`src/rtl/irq_prio_sched.sv`:
```
// Three-bus priority interrupt scheduler: pending/mask capture, ARB/OFFER/SERVICE handshake, ack timeout.
// Define IRQ_PRIO_SCHED_ROTATE_EN for rotating bus priority (default: fixed A > B > C).
module irq_prio_sched #(
    parameter int NCH         = 9,
    parameter int ACK_TIMEOUT = 15
) (
    input  logic           clk,
    input  logic           rst,
    input  logic [NCH-1:0] req_a,
    input  logic [NCH-1:0] req_b,
    input  logic [NCH-1:0] req_c,
    input  logic           mask_wr,
    input  logic [3*NCH-1:0] mask_din,
    input  logic           ack,
    input  logic           eoi,
    output logic           irq,
    output logic [2:0]     grant_bus,
    output logic [3:0]     grant_chan,
    output logic           busy,
    output logic           timeout
);

    localparam logic [1:0] S_IDLE    = 2'd0;
    localparam logic [1:0] S_ARB     = 2'd1;
    localparam logic [1:0] S_OFFER   = 2'd2;
    localparam logic [1:0] S_SERVICE = 2'd3;

    logic [1:0]           state_q, state_d;
    logic [3*NCH-1:0]     pending_q, pending_d;
    logic [3*NCH-1:0]     mask_q, mask_d;
    logic [7:0]           cnt_q, cnt_d;
    logic [2:0]           gbus_q, gbus_d;
    logic [3:0]           gchan_q, gchan_d;
    logic                 timeout_q, timeout_d;
    logic [3*NCH-1:0]     clr;
    logic [1:0]           hi_bus;
    logic [1:0]           win_bus;
    logic [3:0]           win_chan;
    logic                 win_found;

`ifdef IRQ_PRIO_SCHED_ROTATE_EN
    logic [1:0] rot_q, rot_d;
    assign hi_bus = rot_q;
`else
    assign hi_bus = 2'd0;
`endif

    // Scan buses starting at the highest-priority one; lowest channel wins inside a bus.
    always_comb begin
        win_found = 1'b0;
        win_bus   = 2'd0;
        win_chan  = 4'd0;
        for (int k = 0; k < 3; k++) begin
            int b;
            b = int'(hi_bus) + k;
            if (b > 2) b = b - 3;
            if (!win_found && |pending_q[b*NCH +: NCH]) begin
                win_found = 1'b1;
                win_bus   = 2'(b);
                for (int c = NCH - 1; c >= 0; c--) begin
                    if (pending_q[b*NCH + c]) win_chan = 4'(c);
                end
            end
        end
    end

    always_comb begin
        clr = '0;
        for (int b = 0; b < 3; b++) begin
            if (gbus_q[b]) clr[b*NCH +: NCH] = NCH'(1) << gchan_q;
        end
    end

    always_comb begin
        state_d   = state_q;
        cnt_d     = cnt_q;
        gbus_d    = gbus_q;
        gchan_d   = gchan_q;
        timeout_d = 1'b0;
        mask_d    = mask_wr ? mask_din : mask_q;
`ifdef IRQ_PRIO_SCHED_ROTATE_EN
        rot_d     = rot_q;
`endif
        // Set beats clear so a request landing on the eoi cycle is not lost.
        pending_d = (pending_q & ~((state_q == S_SERVICE && eoi) ? clr : '0))
                  | ({req_c, req_b, req_a} & ~mask_q);
        case (state_q)
            S_IDLE: begin
                if (|pending_q) state_d = S_ARB;
            end
            S_ARB: begin
                if (win_found) begin
                    gbus_d  = 3'b001 << win_bus;
                    gchan_d = win_chan;
                    cnt_d   = 8'd0;
                    state_d = S_OFFER;
`ifdef IRQ_PRIO_SCHED_ROTATE_EN
                    rot_d   = (win_bus == 2'd2) ? 2'd0 : win_bus + 2'd1;
`endif
                end else begin
                    state_d = S_IDLE;
                end
            end
            S_OFFER: begin
                if (ack) begin
                    state_d = S_SERVICE;
                end else if (cnt_q == 8'(ACK_TIMEOUT - 1)) begin
                    state_d   = S_IDLE;
                    timeout_d = 1'b1;
                    gbus_d    = 3'b000;
                    gchan_d   = 4'd0;
                end else begin
                    cnt_d = cnt_q + 8'd1;
                end
            end
            S_SERVICE: begin
                if (eoi) begin
                    state_d = S_IDLE;
                    gbus_d  = 3'b000;
                    gchan_d = 4'd0;
                end
            end
            default: state_d = S_IDLE;
        endcase
    end

    always_ff @(posedge clk or posedge rst) begin
        if (rst) begin
            state_q   <= S_IDLE;
            pending_q <= '0;
            mask_q    <= '0;
            cnt_q     <= 8'd0;
            gbus_q    <= 3'b000;
            gchan_q   <= 4'd0;
            timeout_q <= 1'b0;
`ifdef IRQ_PRIO_SCHED_ROTATE_EN
            rot_q     <= 2'd0;
`endif
        end else begin
            state_q   <= state_d;
            pending_q <= pending_d;
            mask_q    <= mask_d;
            cnt_q     <= cnt_d;
            gbus_q    <= gbus_d;
            gchan_q   <= gchan_d;
            timeout_q <= timeout_d;
`ifdef IRQ_PRIO_SCHED_ROTATE_EN
            rot_q     <= rot_d;
`endif
        end
    end

    assign irq        = (state_q == S_OFFER);
    assign busy       = (state_q != S_IDLE);
    assign grant_bus  = gbus_q;
    assign grant_chan = gchan_q;
    assign timeout    = timeout_q;

endmodule

```
`config.mk`:
```
export PLATFORM = sky130hd
export DESIGN_NAME = irq_prio_sched
export DESIGN_NICKNAME = d
export VERILOG_FILES = /design/src/rtl/irq_prio_sched.sv
export SDC_FILE = /design/constraint.sdc
export NUM_CORES = 1
export LEC_CHECK = 0
export ABC_AREA = 1
export BUFFER_PORTS_ARGS = -buffer_cell sky130_fd_sc_hd__buf_2
export CORE_ASPECT_RATIO = 0.75
export CORE_MARGIN = 2
export CORE_UTILIZATION = 35
export CTS_CLUSTER_DIAMETER = 120
export DETAILED_ROUTE_END_ITERATION = 8
export HOLD_SLACK_MARGIN = 0.06
export PLACE_DENSITY = 0.67
export REMOVE_ABC_BUFFERS = 1
export SLEW_MARGIN = 10
export SYNTH_ARGS = -nofsm -noshare
export SYNTH_HDL_FRONTEND = slang
export SYNTH_SLANG_ARGS = --single-unit
```
`constraint.sdc`:
```
create_clock -name clk -period 2.1 [get_ports clk]
set_input_delay 0.21 -clock clk [delete_from_list [all_inputs] [get_ports clk]]
set_output_delay 0.21 -clock clk [all_outputs]
set_load 0.05 [all_outputs]
```
==> results.json, run 1 <==
{
  "chipWidth_um": 119,
  "ys_ff_latch": 72,
  "worst_skew_pair.late_latency_ns": 0.33,
  "post_cts_resized": 0,
  "comb_power_share_pct": 20.2,
  "worst-setup-path-type": "register to register",
  "grt_overflow": 0,
  "dieArea_um2": 10800,
  "gr-max-usage-layer": "met2",
  "p_int_mw": 2.89,
  "final_layout_size_suffix_gt1_share_pct": 22.6,
  "tritoncts": "done",
  "layout_setup_ws_ns": 0.232,
  "io_buffers": 68,
  "fin_worst_skew_ns": 0.00667,
  "drt_iter0_drc": 226,
  "cts_buffer_depth": 2,
  "post_drt_via_cell_ratio": 4.45,
  "synthAdderAreaFrac_pct": 0.717,
  "met1_usage_pct": 21.6,
  "swShare_pct": 29.7,
  "maxSlewViolCount": 0,
  "dp_slack_ns": 0.243,
  "core-area_um2": 9660,
  "die_h_um": 90.5,
  "grt_max_degree": 55,
  "antenna_found_initial": 0,
  "dp_hpwl_mm": 6.07,
  "synth_top_family_by_area": "simple AND/OR/NAND/NOR gates",
  "synth_area_leaders": "dfrtp_1 52%, nand2_1 15%, o21ai_0 8.6%, inv_1 7.0%, nor2_1 3.0%",
  "switchingPower_mw": 1.22,
  "final_cell_mix": "141 x nand2_1, 72 x dfrtp_1, 68 x buf_2, 64 x inv_1, 60 x o21ai_0",
  "place_area_um2": 4000,
  "worstMarginPinSlew_ns": 0.793,
  "dr.pass1.iters": 4,
  "final_area_um2": 4350,
  "final_nets": 578,
  "drt_wl_total_mm": 7.78,
  "grt_pass1_vias": 2833,
  "hold_violations": 0,
  "cp_data_required_time_ns": 2.32,
  "grt_use_met2_pct": 23.5,
  "synthSimpleGateAreaFrac_pct": 27.0,
  "power.density_nw_per_um2": 945,
  "row_count": 31,
  "area_growth_pct": 24.7,
  "yosys.cell_types.count": 30,
  "grt_usage_pct": 15.8,
  "synthMuxAreaShare_pct": 0,
  "ir_worst_vdd_v": 0.000553,
  "use_met3_pct": 5.68,
  "min_period_ns": 1.87,
  "root_buffer": "clkbuf_16",
  "grt_setup_unrepaired": "no",
  "end_kind": "register",
  "synth_xor_area_share_pct": 0.251,
  "post-route-period-util_pct": 88.9,
  "antenna_left": 0,
  "placedCellCount": 637,
  "p_total_mw": 4.11,
  "worstPathArrival_ns": 2.09,
  "vias": 2911,
  "cts.sinks": 72,
  "status": "finished clean",
  "syn_area_per_cell_um2": 7.91,
  "fin_cells": 654,
  "holdCritPathClass": "input pin to register",
  "start_util_pct": 36.1,
  "yosysWarningCount": 0,
  "ios": 69,
  "cap_viol_max_count": 0,
  "setup_violations": 0,
  "p_clk_share_pct": 41.3,
  "gp_congestion": 0.867,
  "synth_top_area_share_pct": 51.6,
  "syn_area_um2": 3490,
  "grt_pass1_wl_mm": 13.3,
  "power_frac_seq_pct": 38.5,
  "fin_tns_setup_ns": 0,
  "max_slew_margin_pct": 47.2,
  "fillCellCount": 967,
  "wl_per_cell_um": 11.9,
  "start_kind": "register",
  "htree_levels": 3,
  "diodes": 0,
  "crit_fanout": 8,
  "cts_buffers": 9,
  "path_clk_slew_ns": 0.06,
  "synth.largest_area_cell": "dfrtp_1",
  "seq_area_frac_synth_pct": 51.6,
  "fmax_ghz": 0.535,
  "mostFrequentLayoutCell": "nand2_1",
  "p_leak_nw": 2.20,
  "synth_compound_area_share_pct": 12.0,
  "netlist_instances": 441,
  "route.detailed.drc": 0
}
state kept, by name (all words and copies together), names as in the netlist:
| signal | flops |
|---|---|
| timeout | 1 |
| pending_q | 27 |
| grant_bus | 3 |
| state_q | 2 |
| grant_chan | 4 |
| mask_q | 27 |
| cnt_q | 8 |
power by group through the flow:
stage,logic [mW],clock network (mW),registers [mW]
6_report,0.829,1.70,1.58
2_1_floorplan,0.550,0,1.64
5_1_grt,0.936,1.80,1.60
3_5_place_dp,0.834,0,1.61
3_3_place_gp,0.811,0,1.61
4_1_cts,0.840,1.74,1.59
per-layer routing:
metal	share of wire [%]	up-vias	wire [um]
li1	-	1521	-
met1	49	1304	3800
met2	43	78	3350
met3	7.0	8	543
met4	1.2	0	91
met5	0	-	0
cells in the mapped netlist (all sizes together):
library cell	n
and3	1
ha	2
o21ai	65
dfrtp	72
xor2	1
o221ai	1
or2	1
o31ai	2
a22o	1
nand4	1
a21oi	7
nand3	9
nor3	7
o21bai	1
a32o	1
clkbuf	6
nor2	42
nand2	149
o211ai	1
inv	71
worst max-delay path, stage by stage, from the launching register on:
cell and delay [ns]:
dfrtp_1 0.40, nor2_2 0.14, nand2_2 0.09, nor2_4 0.14, nand2_4 0.09, nor2_8 0.14
nand2_4 0.07, nand2_4 0.12, inv_4 0.08, nor2_8 0.12, inv_2 0.06, nand2_4 0.06
nor2_2 0.05, nand3_2 0.06, nand2_1 0.05, nand2_1 0.05, nor2_1 0.04
kinds of logic (layout without fill, tap and decap cells):
kind of cell / Yosys count / in the layout
XOR/XNOR: 1 / 1
adder cells (fa/ha/maj): 2 / 2
AO/OA/AOI/OAI: 79 / 79
buffers and inverters: 77 / 158
AND/OR/NAND/NOR: 210 / 210
flip-flops: 72 / 72
what timing repair did:
action	in CTS	in global routing
endpoints found under the hold margin	16	0
setup buffers	0	0
hold buffers	1	0
through the flow:
stage | hold slack, ns | util (%)
4_1_cts | 0.0726 | 45.0
3_5_place_dp | 0.218 | 41.4
6_report | 0.0811 | 45.0
2_1_floorplan | 0.283 | -
5_1_grt | 0.0817 | 45.0
3_3_place_gp | 0.216 | 41.4
worst paths after layout:
check | from | end | cells past startpoint | slack, ns
max | pending_q[1] | cnt_q[6] | 16 | 0.23
min | req_a[2] | pending_q[2] | 3 | 0.08
max reg2reg | pending_q[1] | cnt_q[6] | 16 | 0.23
min reg2reg | mask_q[2] | pending_q[2] | 3 | 0.49
max in group asynchronous | rst | pending_q[12] | 4 | 1.07
min in group asynchronous | rst | timeout | 3 | 0.40
layout make-up:
type,count,area [um2],share of cell area [%]
Timing Repair Buffer,71,378,8.69
Clock inverter,4,75.1,1.73
Multi-Input combinational cell,292,1400,32.1
Clock buffer,12,267,6.13
Sequential cell,72,1800,41.4
Tap cell,132,165,3.80
Inverter,71,269,6.18
Note: power is estimated with default switching activity, not from simulation.
==> run 2: changes to the inputs <==
--- a/config.mk
+++ b/config.mk
@@ -13,7 +13,7 @@
 export CTS_CLUSTER_DIAMETER = 120
 export DETAILED_ROUTE_END_ITERATION = 8
 export HOLD_SLACK_MARGIN = 0.06
-export PLACE_DENSITY = 0.67
+export PLACE_DENSITY = 0.65
 export REMOVE_ABC_BUFFERS = 1
 export SLEW_MARGIN = 10
 export SYNTH_ARGS = -nofsm -noshare
==> constraint.sdc (replaced) <==
create_clock -name clk -period 2.35 [get_ports clk]
set_input_delay 0.235 -clock clk [delete_from_list [all_inputs] [get_ports clk]]
set_output_delay 0.235 -clock clk [all_outputs]
set_load 0.05 [all_outputs]
==> run 2 against run 1 <==
Net effect:
- power shrank 8.7%
- design area grew 0.32%
- first-iteration DRC count grew 4.0%
- global-route usage grew 0.30 points
- combinational power shrank 11%
- setup slack gained 0.24 ns
- register-to-register slack gained 0.24 ns
- critical path type unchanged
- largest cell class unchanged
==> results.json, run 2 (same netlist as run 1, synthesis figures left out) <==
{
  "worst-setup-path-type": "register to register",
  "grt_overflow": 0,
  "post_cts_hold_buffer_count": 1,
  "crit_fanout": 8,
  "gp_congestion": 0.841,
  "grt_pass1_vias": 2905,
  "post_drt_via_cell_ratio": 4.51,
  "setup_violations": 0,
  "worstMarginPinSlew_ns": 0.781,
  "wl_per_cell_um": 12.0,
  "holdCritPathClass": "input pin to register",
  "grt_max_degree": 55,
  "end_kind": "register",
  "status": "finished clean",
  "max_slew_margin_pct": 47.9,
  "cts_buffer_depth": 2,
  "cts.sinks": 72,
  "power_frac_seq_pct": 37.9,
  "fin_tns_setup_ns": 0,
  "dieArea_um2": 10800,
  "io_buffers": 68,
  "cap_viol_max_count": 0,
  "antenna_found_initial": 0,
  "worstPathArrival_ns": 2.11,
  "comb_power_share_pct": 19.6,
  "ios": 69,
  "drt_iter0_drc": 235,
  "die_h_um": 90.5,
  "maxSlewViolCount": 0,
  "hold_violations": 0,
  "fillCellCount": 999,
  "route.detailed.drc": 0,
  "antenna_left": 0,
  "chipWidth_um": 119,
  "cts_buffers": 9,
  "ir_worst_vdd_v": 0.000401,
  "min_period_ns": 1.88,
  "htree_levels": 3,
  "p_clk_share_pct": 42.5,
  "p_int_mw": 2.66,
  "area_growth_pct": 25.1,
  "start_kind": "register",
  "final_cell_mix": "141 x nand2_1, 72 x dfrtp_1, 68 x buf_2, 64 x inv_1, 60 x o21ai_0",
  "start_util_pct": 36.1,
  "path_clk_slew_ns": 0.06,
  "power.density_nw_per_um2": 860,
  "post_cts_resized": 0,
  "mostFrequentLayoutCell": "nand2_1",
  "reg_top3": "mask_q (27), pending_q (27), cnt_q (8)",
  "drt_wl_total_mm": 7.87,
  "fmax_ghz": 0.533,
  "worst_skew_pair.late_latency_ns": 0.34,
  "dr.pass1.iters": 4,
  "swShare_pct": 29.2,
  "grt_pass1_wl_mm": 13.4,
  "root_buffer": "clkbuf_16",
  "tritoncts": "done",
  "post-route-period-util_pct": 79.9,
  "final_nets": 578,
  "switchingPower_mw": 1.09,
  "row_count": 31,
  "diodes": 0,
  "p_leak_nw": 2.21,
  "cp_data_required_time_ns": 2.58,
  "vias": 2949,
  "p_total_mw": 3.75,
  "dp_hpwl_mm": 6.02,
  "grt_usage_pct": 16.1,
  "fin_worst_skew_ns": 0.00856,
  "core-area_um2": 9660,
  "final_layout_size_suffix_gt1_share_pct": 22.6,
  "grt_setup_unrepaired": "no",
  "postCtsSetupBuffers": 0
}
-- run 2: cell count changes in the layout (fill, tap and decap cells not counted) --
cell	change
bufinv_16	+1
clkbuf_8	-1
clkinv_2	+1
clkinvlp_4	-1
-- run 2: final cells by class --
type | instances | area [um2] | share of cell area, %
clock inverters | 5 | 103 | 2.35
repair buffers | 71 | 378 | 8.66
multi-input cells | 292 | 1400 | 32.0
flip-flops and latches | 72 | 1800 | 41.3
clock buffers | 11 | 253 | 5.79
inverters | 71 | 269 | 6.16
well taps | 132 | 165 | 3.78
-- run 2: final timing paths --
check                                 to  cells past startpoint  slack, ns          start
hold / removal                 mask_q[5]                      3       0.10    mask_din[5]
max in group asynchronous     mask_q[12]                      4       1.39            rst
setup / recovery                cnt_q[6]                     16       0.47  pending_q[12]
min in group asynchronous       cnt_q[7]                      3       0.38            rst
hold reg to reg            pending_q[26]                      3       0.49     mask_q[26]
setup reg to reg                cnt_q[6]                     16       0.47  pending_q[12]
-- run 2: power by group through the flow --
stage	registers (mW)	clock network, mW	logic, mW
3_5_place_dp	1.44	0	0.745
4_1_cts	1.42	1.63	0.749
6_report	1.42	1.60	0.736
5_1_grt	1.43	1.70	0.830
3_3_place_gp	1.44	0	0.724
2_1_floorplan	1.47	0	0.491
-- run 2: critical path, cell delays in order, from the launching register on --
cell,delay [ns]
dfrtp_1,0.40
nor2_2,0.14
nand3_2,0.10
nor2_2,0.15
inv_2,0.08
nor2_8,0.12
nand2_4,0.07
nand2_4,0.11
inv_4,0.08
nor2_8,0.11
inv_2,0.06
nand2_4,0.06
nor2_2,0.05
nand3_2,0.06
nand2_1,0.05
nand2_1,0.07
nor2_1,0.04
-- run 2: layer usage --
layer  vias to the layer above  global-route usage (%)  wire length [um]
li1                       1519                       -                 -
met1                      1329                    21.5              3800
met2                        93                    23.9              3370
met3                         8                    6.88               615
met4                         0                    4.46                82
met5                         -                       0                 0
-- run 2: through the flow --
stage / utilization, % / instance area [um2] / worst slack (ns) / hold slack (ns) / std cells
after floorplan: - / 3470 / 0.290 / 0.308 / 435
after global placement: 41.4 / 4000 / 0.539 / 0.194 / 637
after detailed placement: 41.4 / 4000 / 0.469 / 0.198 / 637
after CTS: 45.2 / 4360 / 0.464 / 0.0921 / 654
after global routing: 45.2 / 4360 / 0.295 / 0.0884 / 654
final: 45.2 / 4360 / 0.472 / 0.101 / 654
